`config.mk`:
```
export PLATFORM = sky130hd
export DESIGN_NAME = fixed_divider
export DESIGN_NICKNAME = d
export VERILOG_FILES = /design/src/rtl/fixed_divider.sv
export SDC_FILE = /design/constraint.sdc
export NUM_CORES = 1
export LEC_CHECK = 0
export CORE_MARGIN = 3
export CORE_UTILIZATION = 63
export CTS_BUF_LIST = sky130_fd_sc_hd__clkbuf_8 sky130_fd_sc_hd__clkbuf_16
export CTS_CLUSTER_DIAMETER = 200
export CTS_CLUSTER_SIZE = 14
export DETAILED_ROUTE_END_ITERATION = 8
export HOLD_SLACK_MARGIN = 0.03
export PLACE_DENSITY_LB_ADDON = 0.12
export SYNTH_ARGS = -nofsm -noshare
export SYNTH_HDL_FRONTEND = slang
export SYNTH_SLANG_ARGS = --single-unit
```
`constraint.sdc`:
```
create_clock -name i_clk -period 3.99 [get_ports i_clk]
set_clock_uncertainty 0.15 [all_clocks]
set_input_delay 0.9975 -clock i_clk [delete_from_list [all_inputs] [get_ports i_clk]]
set_output_delay 0.9975 -clock i_clk [all_outputs]
set_load 0.005 [all_outputs]
```
`src/rtl/fixed_divider.sv`:
```
// Signed Q-format divider out = i_A / i_B with a restoring loop that produces one quotient bit per clock.
// Latency: done pulses N+Q+1 edges after the start edge; one result every N+Q+2 cycles, back-to-back capable.
// Backpressure: none. i_start is sampled only in IDLE, and a start while busy is dropped, not queued.
module fixed_divider #(
    parameter int N = 16,
    parameter int Q = 8
) (
    input  logic         i_clk,
    input  logic         i_rst_n,
    input  logic         i_start,
    input  logic [N-1:0] i_A,
    input  logic [N-1:0] i_B,
    output logic [N-1:0] out,
    output logic         o_div_done,
    output logic         o_busy,
    output logic         o_div_by_zero
);

    localparam int CW = $clog2(N + Q + 1);

    localparam logic [N+Q-1:0] POS_LIM = (N+Q)'((1 << (N - 1)) - 1);
    localparam logic [N+Q-1:0] NEG_LIM = (N+Q)'(1 << (N - 1));
    localparam logic [N-1:0]   SAT_POS = {1'b0, {(N-1){1'b1}}};
    localparam logic [N-1:0]   SAT_NEG = {1'b1, {(N-1){1'b0}}};

    typedef enum logic [1:0] {
        S_IDLE,
        S_DIV,
        S_FIN
    } state_t;

    state_t         state_q;
    state_t         state_d;

    logic           neg_q;
    logic           a_neg_q;
    logic           b_zero_q;
    logic [N-1:0]   b_mag_q;
    logic [N+Q-1:0] dvd_q;
    logic [N:0]     rem_q;
    logic [N+Q-1:0] quo_q;
    logic [CW-1:0]  cnt_q;

    logic [N-1:0]   a_mag;
    logic [N-1:0]   b_mag;
    logic [N:0]     rem_shift;
    logic [N-1:0]   res;

    // Two's-complement magnitude; 0x8000 maps to 32768 as an unsigned N-bit value.
    assign a_mag     = i_A[N-1] ? (~i_A + N'(1)) : i_A;
    assign b_mag     = i_B[N-1] ? (~i_B + N'(1)) : i_B;
    assign rem_shift = {rem_q[N-1:0], dvd_q[N+Q-1]};

    always_ff @(posedge i_clk or negedge i_rst_n) begin
        if (!i_rst_n) begin
            state_q <= S_IDLE;
        end else begin
            state_q <= state_d;
        end
    end

    always_comb begin
        state_d = state_q;
        case (state_q)
            S_IDLE:  if (i_start) state_d = S_DIV;
            S_DIV:   if (cnt_q == CW'(1)) state_d = S_FIN;
            S_FIN:   state_d = S_IDLE;
            default: state_d = S_IDLE;
        endcase
    end

    always_ff @(posedge i_clk or negedge i_rst_n) begin
        if (!i_rst_n) begin
            neg_q    <= 1'b0;
            a_neg_q  <= 1'b0;
            b_zero_q <= 1'b0;
            b_mag_q  <= '0;
            dvd_q    <= '0;
            rem_q    <= '0;
            quo_q    <= '0;
            cnt_q    <= '0;
        end else if (state_q == S_IDLE && i_start) begin
            neg_q    <= i_A[N-1] ^ i_B[N-1];
            a_neg_q  <= i_A[N-1];
            b_zero_q <= (i_B == '0);
            b_mag_q  <= b_mag;
            dvd_q    <= {a_mag, {Q{1'b0}}};
            rem_q    <= '0;
            quo_q    <= '0;
            cnt_q    <= CW'(N + Q);
        end else if (state_q == S_DIV) begin
            dvd_q <= dvd_q << 1;
            cnt_q <= cnt_q - CW'(1);
            if (rem_shift >= {1'b0, b_mag_q}) begin
                rem_q <= rem_shift - {1'b0, b_mag_q};
                quo_q <= {quo_q[N+Q-2:0], 1'b1};
            end else begin
                rem_q <= rem_shift;
                quo_q <= {quo_q[N+Q-2:0], 1'b0};
            end
        end
    end

    // A zero magnitude negates to zero, so a zero dividend never yields negative zero.
    always_comb begin
        res = quo_q[N-1:0];
        if (b_zero_q) begin
            res = a_neg_q ? SAT_NEG : SAT_POS;
        end else if (!neg_q) begin
            res = (quo_q > POS_LIM) ? SAT_POS : quo_q[N-1:0];
        end else begin
            res = (quo_q > NEG_LIM) ? SAT_NEG : (~quo_q[N-1:0] + N'(1));
        end
    end

    always_ff @(posedge i_clk or negedge i_rst_n) begin
        if (!i_rst_n) begin
            out           <= '0;
            o_div_done    <= 1'b0;
            o_div_by_zero <= 1'b0;
        end else begin
            o_div_done <= (state_q == S_FIN);
            if (state_q == S_FIN) begin
                out           <= res;
                o_div_by_zero <= b_zero_q;
            end
        end
    end

    assign o_busy = (state_q != S_IDLE);

endmodule

```
# ---- Word-level counts from Yosys, hierarchy flattened
# Index checks and enable logic that the tools add are counted.
dict set report op_classes {
  add_sub_neg 5
  order_cmp 3
  n_eq_ne 5
  muxes 20
  n_bitwise 4
  reduce_logical 6
}
# op count
set ops {}
lappend ops {{2-to-1 mux 16 bit} 10}
lappend ops {{2-to-1 mux 24 bit} 4}
lappend ops {{adder 16 x 1 -> 16 bit, second input constant} 3}
lappend ops {{NOT 16 bit} 3}
lappend ops {{greater-than comparator 24 x 15 -> 1 bit, second input constant} 1}
lappend ops {{greater-than comparator 24 x 16 -> 1 bit, second input constant} 1}
lappend ops {{>= comparator 17 x 16 -> 1 bit} 1}
lappend ops {{zero test 16 bit} 1}
lappend ops {{subtractor 16 bit} 1}
lappend ops {{2-to-1 mux 5 bit} 2}
lappend ops {{== test 5 x 1 -> 1 bit, second input constant} 1}
lappend ops {{subtractor 5 x 1 -> 5 bit, second input constant} 1}
lappend ops {{2-to-1 mux 2 bit} 2}
lappend ops {{inequality test 2 bit, second input constant} 2}
lappend ops {{one-hot mux 2 bit (2 select lines)} 1}
lappend ops {{nonzero test 2 bit} 2}
lappend ops {{== test 2 x 1 -> 1 bit, second input constant} 1}
lappend ops {{== test 2 bit, second input constant} 1}
lappend ops {{zero test 2 bit} 1}
lappend ops {{AND reduction 2 bit} 1}
lappend ops {{logical AND 1 bit} 1}
lappend ops {{2-to-1 mux 1 bit} 1}
lappend ops {{bitwise XOR 1 bit} 1}
dict set report word_totals {
  ff_bits 108
  input_bits 35
  out_inout_bits 19
  wordCells 55
}

# ---- Logic depth before layout (Yosys ltp)
dict set report logic_depth {
  depth_word 5
  mapped_depth 12
}

# ---- Worst setup path before layout
# OpenSTA, ideal clock, no wires.
dict set report synth_timing {
  path_type {input to register}
  start {in i_A[6]}
  end {reg dvd_q[22]}
  arrival_time_ps 2463
  required_time_ps 3758
  slack_ps 1295
  path_stages 7
  path_buffers 0
  cell_sequence {or2_2 > or4_1 > o31ai_1 > and2_1 > xnor2_1 > nor2_1 > a31oi_1}
}
dict set report synth_via {
  elab_chain_cells 4
}
# element line_no
set synth_rtl {}
lappend synth_rtl {{from (decl)} 11} ;# input logic [N-1:0] i_A,
lappend synth_rtl {{NOT 16 bit} 50} ;# assign a_mag = i_A[N-1] ? (~i_A + N'(1)) : i_A;
lappend synth_rtl {{adder 16 x 1 -> 16 bit} 50}
lappend synth_rtl {{2-to-1 mux 16 bit} 50}
lappend synth_rtl {{2-to-1 mux 24 bit} 82} ;# end else if (state_q == S_IDLE && i_start) begin
lappend synth_rtl {{to (signal assigned)} 87} ;# dvd_q <= {a_mag, {Q{1'b0}}};
lappend synth_rtl {{to (signal assigned)} 92} ;# dvd_q <= dvd_q << 1;
lappend synth_rtl {{to (decl)} 39} ;# logic [N+Q-1:0] dvd_q;
# No other way between the ends.
# A chain may end at the register's enable or synchronous reset.

# ---- Worst setup path in the final report
dict set report layout_timing {
  start {reg b_mag_q[1]}
  end {reg rem_q[13]}
}
dict set report layout_via {
  elab_chain_cells 4
  word_cells_on_any_way 5
}
# element line_no
set layout_rtl {}
lappend layout_rtl {{from (decl)} 38} ;# logic [N-1:0] b_mag_q;
lappend layout_rtl {{from (signal assigned)} 86} ;# b_mag_q <= b_mag;
lappend layout_rtl {{subtractor 16 bit / >= comparator 17 x 16 -> 1 bit (equally long branches)} {95, 94}}
lappend layout_rtl {{2-to-1 mux 16 bit (*)} 94} ;# if (rem_shift >= {1'b0, b_mag_q}) begin
lappend layout_rtl {{2-to-1 mux 16 bit (*)} 91} ;# end else if (state_q == S_DIV) begin
lappend layout_rtl {{2-to-1 mux 16 bit (*)} 82}
lappend layout_rtl {{to (signal assigned)} 95} ;# rem_q <= rem_shift - {1'b0, b_mag_q};
lappend layout_rtl {{to (signal assigned)} 98} ;# rem_q <= rem_shift;
lappend layout_rtl {{to (decl)} 40} ;# logic [N:0] rem_q;
# Mark *: on every way between the ends. The rest lies on a longest branch, timed or not. The select of a mux whose other input is x is not followed.

==> results.json <==
{
  "synth_area_leader_cell": "dfrtp_1",
  "hold_path_class": "reg -> reg",
  "path_buf_inv": 2,
  "worstPathRequired_ps": 4060,
  "start_kind": "register",
  "drt_pass1_iterations": 5,
  "rr_startpoint": "b_mag_q[1]",
  "root_buffer": "clkbuf_8",
  "cts_max_path_buffers": 2,
  "area_delta_synth_final_pct": 13.0,
  "drtIter0Drc": 366,
  "htree_levels": 3,
  "power_uw": 5770,
  "cts_hold_buf": 0,
  "fin_crit_sh_pct": 79.9,
  "cap_violations": 0,
  "grt_pass1_wl_um": 23700,
  "synthesis.nets": 763,
  "critical_path.slowest_cell": "a41o_1",
  "final_net_count": 800,
  "worstSetupEndpoint": "rem_q[13]",
  "ant_nets": 0,
  "arrival_ps": 3260,
  "antenna_found_initial": 0,
  "n_antenna_cell": 0,
  "ys_warn_count": 0,
  "cts.clk_slew.worst_paths_ps": 90,
  "drive_gt1_share_pct": 5.08,
  "drv_slew": 0,
  "synth_area_um2": 6000,
  "dieArea_um2": 10700,
  "vias": 5310,
  "r2r_setup_slack_ps": 800,
  "synth_cells": 706,
  "ios": 54,
  "worstMarginPinSlew_ps": 887,
  "critical_path.cell_chain": "inv_1 > ha_1 > nor2b_1 > o2111ai_1 > and3b_1 > o41ai_2 > a41o_1 > buf_4 > mux2i_1 > o21ai_0",
  "final_cell_mix": "nand2_1, dfrtp_1, o21ai_0, clkdlybuf4s50_1, inv_1",
  "rsz0062_at_grt": "no",
  "gp_congestion": 0.912,
  "wl_per_cell_um": 15.7,
  "io_buffer_count": 53,
  "route.detailed.drc": 0,
  "gr-total-overflow": 0,
  "num_rows": 34,
  "whs_ps": 334,
  "cp_top_family": "compound AO/OA/AOI/OAI gates",
  "die_width_um": 104,
  "ys_types": 58,
  "hpwl_um": 10300,
  "synth.avg_cell_area_um2": 8.50,
  "ys.flop_type": "dfrtp_1",
  "setup_viol": 0,
  "cts_tree": "yes",
  "coreArea_um2": 8980,
  "grt_pass1_vias": 4962,
  "r2r-end": "rem_q[13]",
  "critPathLaunch": "b_mag_q[1]",
  "slowest_delay_ps": 590,
  "async_flop_share_pct": 100,
  "clock_latency_ps": 370,
  "ys_seq_area_share_pct": 41.7,
  "ir_worst_vdd_mv": 0.378,
  "final_common_cell": "nand2_1",
  "finalCriticalPeriod_ps": 3190,
  "ctsResizeCount": 0,
  "synth_edf_count": 0,
  "synth_top_area_share_pct": 41.7,
  "start_util_pct": 66.9,
  "max_slew_margin_pct": 40.6,
  "vias_per_cell": 6.08,
  "final_hold_viol_count": 0,
  "numClockSinks": 100,
  "power.density_nw_per_um2": 850,
  "criticalPathCategory": "reg -> reg",
  "grt_use_total_pct": 26.6,
  "path_max_fanout": 10,
  "endpoint_kind": "register",
  "grt_max_degree": 50,
  "outcome": "finished, final reports clean",
  "numCtsBuffers": 9,
  "wirelength_um": 13800,
  "r2r_cells": 10,
  "setup_tns_ps": 0,
  "cts_setup_buffers": 0,
  "p_leak_uw": 0.00299,
  "synth-seq-cells": 100,
  "fp.dieH_um": 104,
  "ys_top_cells_by_area": "dfrtp_1, nand2_1, o21ai_0",
  "max_freq_mhz": 314,
  "worstSetupPathDepth": 10
}
==> state kept, by name, summed over array words and instances, names as in the netlist <==
register,count
quo_q,24
b_mag_q,16
dvd_q,16
out,16
rem_q,16
cnt_q,5
state_q,2
a_neg_q,1
b_zero_q,1
neg_q,1
o_div_by_zero,1
o_div_done,1
==> synthesized netlist by cell type (3+ instances only) <==
| library cell | number |
|---|---|
| a31oi_1 | 16 |
| mux2i_1 | 14 |
| a21boi_0 | 4 |
| or3_1 | 4 |
| a21oi_2 | 3 |
| o211ai_1 | 6 |
| nor4_1 | 8 |
| xnor2_1 | 22 |
| o22a_1 | 4 |
| o31ai_1 | 14 |
| nor3_1 | 10 |
| ha_1 | 21 |
| dfrtp_1 | 100 |
| and2_1 | 5 |
| inv_1 | 34 |
| o21ai_0 | 93 |
| xor2_1 | 25 |
| nand2b_1 | 9 |
| a21o_1 | 10 |
| o41ai_1 | 4 |
| nand4_1 | 4 |
| a211oi_1 | 3 |
| nand2_1 | 129 |
| nand3_1 | 21 |
| nor2b_1 | 3 |
| a211o_1 | 3 |
| a21oi_1 | 34 |
| clkbuf_1 | 29 |
| nor2_1 | 34 |
==> worst min path at each step <==
stage,from,to,slack [ps],cells after the start
after floorplan,b_mag_q[10],b_mag_q[10],300,2
after global placement,b_mag_q[10],b_mag_q[10],310,2
after detailed placement,out[0],out[0],320,2
after CTS,out[0],out[0],340,2
after global routing,out[2],out[2],370,1
final,out[0],out[0],330,2
==> layer usage <==
metal / wire, um / track usage (%) / share of wire, %
met1: 6450 / 38.5 / 47
met2: 6210 / 41.1 / 45
met3: 898 / 5.16 / 6.5
met4: 210 / 7.03 / 1.5
met5: 0 / 0 / 0
==> cell type report <==
| cell class | instances | area (um2) |
|---|---|---|
| tap | 126 | 158 |
| timing repair buffer | 61 | 601 |
| clock buffer | 10 | 138 |
| inverter | 35 | 131 |
| sequential | 100 | 2500 |
| clock inverter | 6 | 31.3 |
| fill | 649 | 2190 |
| multi-input combinational | 536 | 3220 |
==> stage by stage <==
| stage | area, um2 | utilization, % | instances | worst slack (ps) |
|---|---|---|---|---|
| floorplan | 6000 | - | 706 | 1300 |
| global placement | 6620 | 73.7 | 858 | 750 |
| detailed placement | 6620 | 73.7 | 858 | 662 |
| CTS | 6780 | 75.6 | 874 | 808 |
| global route | 6780 | 75.6 | 874 | 586 |
| finish | 6780 | 75.6 | 874 | 800 |
==> power by group <==
group / total [uW] / internal [uW] / switching [uW]
logic: 3400 / 1400 / 2000
clock network: 574 / 239 / 336
registers: 1800 / 1440 / 359
==> worst reg2reg max path: stages (launching register included) <==
cell and delay [ps]:
dfrtp_1 420, inv_1 60, ha_1 280, nor2b_1 170, o2111ai_1 160, and3b_1 270, o41ai_2 370, a41o_1 590
buf_4 290, mux2i_1 190, o21ai_0 90
==> kinds of logic (layout without fill, tap and decap cells) <==
kind of cell             Yosys count  count (layout)  share of synthesized area (%)
AO/OA/AOI/OAI                    209             209                           21.2
XOR/XNOR                          47              47                           6.86
adder cells (fa/ha/maj)           22              22                           4.71
buffers and inverters             70             112                           4.73
flip-flops                       100             100                           41.7
multiplexers                      16              16                           2.71
AND/OR/NAND/NOR                  242             242                           18.1
Note: power is estimated with default switching activity, not from simulation.
==> edit 1, RTL diff (config.mk and constraints unchanged) <==
Change the parameter `N` from 16 to 17.
--- a/src/rtl/fixed_divider.sv
+++ b/src/rtl/fixed_divider.sv
@@ -2,7 +2,7 @@
 // Latency: done pulses N+Q+1 edges after the start edge; one result every N+Q+2 cycles, back-to-back capable.
 // Backpressure: none. i_start is sampled only in IDLE, and a start while busy is dropped, not queued.
 module fixed_divider #(
-    parameter int N = 16,
+    parameter int N = 17,
     parameter int Q = 8
 ) (
     input  logic         i_clk,
Interface: changed (resized i_A, i_B and out); port bits go from 54 to 57. No check against the original RTL was run, so the function may have changed too.
==> edit 1 against the original RTL <==
Sequential cell count up 5; design area up 5.7%; total power down 2.7%; via count up 4.3%; first-iteration DRC count down 5.2%; worst setup slack better by 97 ps; die area up 5.6%; routed wire length up 4.8%; fmax up 3.1%; utilization down 2.2 points; area after synthesis up 5.9%; critical path type unchanged.
==> edit 1: results (changes against the original RTL) <==
| Metric | Value |
|---|---|
| Initial drt markers | 347 (was 366) |
| Pleak | 3.11 nW (was 2.99 nW) |
| Routed WL | 14400 um (was 13800 um) |
| Critical Path Fanout Max | 12 (was 10) |
| Vias in the first global route | 5282 (was 4962) |
| Status | completed (unchanged) |
| CP max stage cell | a2111o_1 (was a41o_1) |
| Input/output buffers | 56 (was 53) |
| Syn nets | 819 (was 763) |
| FILL cells | 753 (was 649) |
| Main area contributors after synthesis | dfrtp_1 41%, nand2_1 7.9%, ha_1 4.5% (was dfrtp_1 42%, nand2_1 8.1%, o21ai_0 7.8%) |
| NonClk Buf Share | 0.0869 (was 0.0885) |
| #MultiIn Comb | 575 (was 536) |
| Share of layout cells above drive strength 1 | 0.0430 (was 0.0508) |
| DR vias | 5537 (was 5310) |
| Non-clk bufs | 63 (was 61) |
| Post-synth top cells | 134 x nand2_1, 105 x dfrtp_1, 56 x o21ai_0 (was 129 x nand2_1, 100 x dfrtp_1, 93 x o21ai_0) |
| Nonclk inv count | 33 (was 35) |
| Fraction of area in multi-input gates | 0.479 (was 0.475) |
| Vias per cell | 5.99 (was 6.08) |
| Gr usage total | 0.267 (was 0.266) |
| FF/Latch Area | 0.00263 mm2 (was 0.00250 mm2) |
| Least-Margin Pin Slew | 955 ps (was 887 ps) |
| Data arrival time of the worst path | 3180 ps (was 3260 ps) |
| Avg Cell Area, Syn | 8.39 um2 (was 8.50 um2) |
| Clock network contribution to total cell area | 0.0272 (was 0.0249) |
[edit 1: through the flow]
| step | instance area (um2) | setup WS (ps) |
|---|---|---|
| 2_1_floorplan | 6360 | 1250 |
| 3_3_place_gp | 6970 | 735 |
| 3_5_place_dp | 6970 | 637 |
| 4_1_cts | 7170 | 885 |
| 5_1_grt | 7170 | 711 |
| 6_report | 7170 | 898 |
[edit 1: worst paths after layout]
| path | startpoint | to | slack, ps | depth (start not counted) |
|---|---|---|---|---|
| min reg2reg | b_mag_q[8] | b_mag_q[8] | 340 | 2 |
| max in group asynchronous | i_rst_n | dvd_q[18] | 2750 | 2 |
| min in group asynchronous | i_rst_n | rem_q[9] | 510 | 2 |
| max reg2reg | dvd_q[24] | rem_q[5] | 900 | 10 |
| min | b_mag_q[8] | b_mag_q[8] | 340 | 2 |
| max | dvd_q[24] | rem_q[5] | 900 | 10 |
[edit 1: metal layers]
| layer | vias to the layer above | share of wire | wire (um) |
|---|---|---|---|
| met5 | - | 0 | 0 |
| met4 | 0 | 0.0091 | 131 |
| met3 | 11 | 0.045 | 650 |
| met2 | 134 | 0.49 | 7120 |
| met1 | 2689 | 0.45 | 6520 |
| li1 | 2703 | - | - |
[edit 1: report_power, final]
part	switching, W	total, W	internal, W
clock network	0.000356	0.000674	0.000317
registers	0.000366	0.00184	0.00147
logic	0.00178	0.00310	0.00132
total	0.00250	0.00561	0.00311
[edit 1: logic make-up after synthesis]
| family | after synthesis | share of synthesized area |
|---|---|---|
| adders and majority gates | 24 | 0.0484 |
| AOI/OAI and AO/OA | 213 | 0.200 |
| xor gates and xnor gates | 52 | 0.0716 |
| muxes | 15 | 0.0240 |
| and+or+nand+nor | 271 | 0.194 |
| buffers and inverters | 78 | 0.0488 |
| DFF | 105 | 0.413 |
==> edit 2, RTL diff (same flow settings) <==
Without the edit above. Remove the register `o_div_done`: a continuous assignment takes its place, so the output `o_div_done` follows one clock earlier.
--- a/src/rtl/fixed_divider.sv
+++ b/src/rtl/fixed_divider.sv
@@ -116,10 +116,8 @@
     always_ff @(posedge i_clk or negedge i_rst_n) begin
         if (!i_rst_n) begin
             out           <= '0;
-            o_div_done    <= 1'b0;
             o_div_by_zero <= 1'b0;
         end else begin
-            o_div_done <= (state_q == S_FIN);
             if (state_q == S_FIN) begin
                 out           <= res;
                 o_div_by_zero <= b_zero_q;
@@ -127,6 +125,8 @@
         end
     end
 
+    assign o_div_done = (state_q == S_FIN);
+
     assign o_busy = (state_q != S_IDLE);
 
 endmodule
Behaviour: no difference found for any inputs over 10 cycles, from zero or initial values and one cycle with i_rst_n low; that may be too few to reach the edited logic, so the function may still have changed.
==> edit 2 against the original RTL <==
Utilization grew 0.11 points; die area shrank 0.40%; total power rose by 1.4%; area after synthesis down 0.42%; global-route usage rose by 0.66 points; clock power rose by 19%; routed wire length decreased by 1.6%; design area grew 0.15%; first-iteration DRC count is 13% lower; worst setup slack lost 230 ps; critical path depth down 7; sequential cell count decreased by 1; synthesized cell count decreased by 0.14%; critical path type is now reg -> out; largest cell class unchanged.
==> edit 2: results (changes against the original RTL) <==
| Metric | Value |
|---|---|
| Share of layout cells above drive strength 1 | 0.0523 (was 0.0508) |
| Metal-1 WL | 6500 um (was 6450 um) |
| Clock buf count | 11 (was 10) |
| Detailed-routed wire length on met2 | 6000 um (was 6210 um) |
| Met2 Usage GRT | 0.410 (was 0.411) |
| Clock network contribution to total cell area | 0.0311 (was 0.0249) |
| Status | completed (unchanged) |
| FMAX | 0.292 GHz (was 0.314 GHz) |
| First-pass GRT wire length | 23000 um (was 23700 um) |
| Syn nets | 762 (was 763) |
| Setup WS pre-CTS | 647 ps (was 662 ps) |
| Hold path start | out[14] (was out[0]) |
| Initial drt markers | 318 (was 366) |
| Normalized max-slew margin | 0.200 (was 0.406) |
| Critical Path Source | state_q[0] (was b_mag_q[1]) |
| Fraction of area in multi-input gates | 0.474 (was 0.475) |
| NonClk Buf Share | 0.0873 (was 0.0885) |
| Data arrival time of the worst path | 2280 ps (was 3260 ps) |
| First drt pass iteration count | 7 (was 5) |
| FILL cells | 653 (was 649) |
| CP max stage cell | clkdlybuf4s50_1 (was a41o_1) |
| Cell Count Post-Placement | 856 (was 858) |
| Cell area after placement | 0.00658 mm2 (was 0.00662 mm2) |
| Peak supply drop | 382 uV (was 378 uV) |
| Layout Nets | 798 (was 800) |
| Non-clk bufs | 60 (was 61) |
| Post-synthesis sequential area ratio | 0.414 (was 0.417) |
| Avg Cell Area, Syn | 8.48 um2 (was 8.50 um2) |
| Pleak | 2.98 nW (was 2.99 nW) |
| R2r endpoint | rem_q[15] (was rem_q[13]) |
| Hold slack | 333 ps (was 334 ps) |
| Dpl hpwl | 9780 um (was 10300 um) |
| End of the critical path | o_div_done (was rem_q[13]) |
| Seq/total area | 0.365 (was 0.369) |
| GR Util met3 | 0.0550 (was 0.0516) |
| Seq cells post-synth | 99 (was 100) |
| Routed WL | 13500 um (was 13800 um) |
## edit 2: cell count changes in the layout (fill, tap and decap cells not counted), sizes merged
| cell | before | now |
|---|---|---|
| bufinv | 0 | 1 |
| clkinv | 4 | 3 |
| inv | 37 | 35 |
| dfrtp | 100 | 99 |
| buf | 9 | 8 |
| clkinvlp | 0 | 1 |
| clkbuf | 10 | 11 |
## edit 2: power by group
part	switching, W	internal [W]
Combinational	0.00200	0.00139
Sequential	0.000353	0.00143
Clock	0.000355	0.000327
## edit 2: cell families after synthesis
| kind of cell | count (synthesis) | synth area share |
|---|---|---|
| adders and majority gates | 22 | 0.0473 |
| buffers and inverters | 70 | 0.0475 |
| and+or+nand+nor | 242 | 0.182 |
| xor gates and xnor gates | 47 | 0.0689 |
| muxes | 16 | 0.0272 |
| AOI/OAI and AO/OA | 209 | 0.213 |
| DFF | 99 | 0.414 |
## edit 2: tightest hold or removal path, stage by stage, from the launching register on
cell,delay (ps)
dfrtp_1,350
nand2_1,40
o21ai_0,60
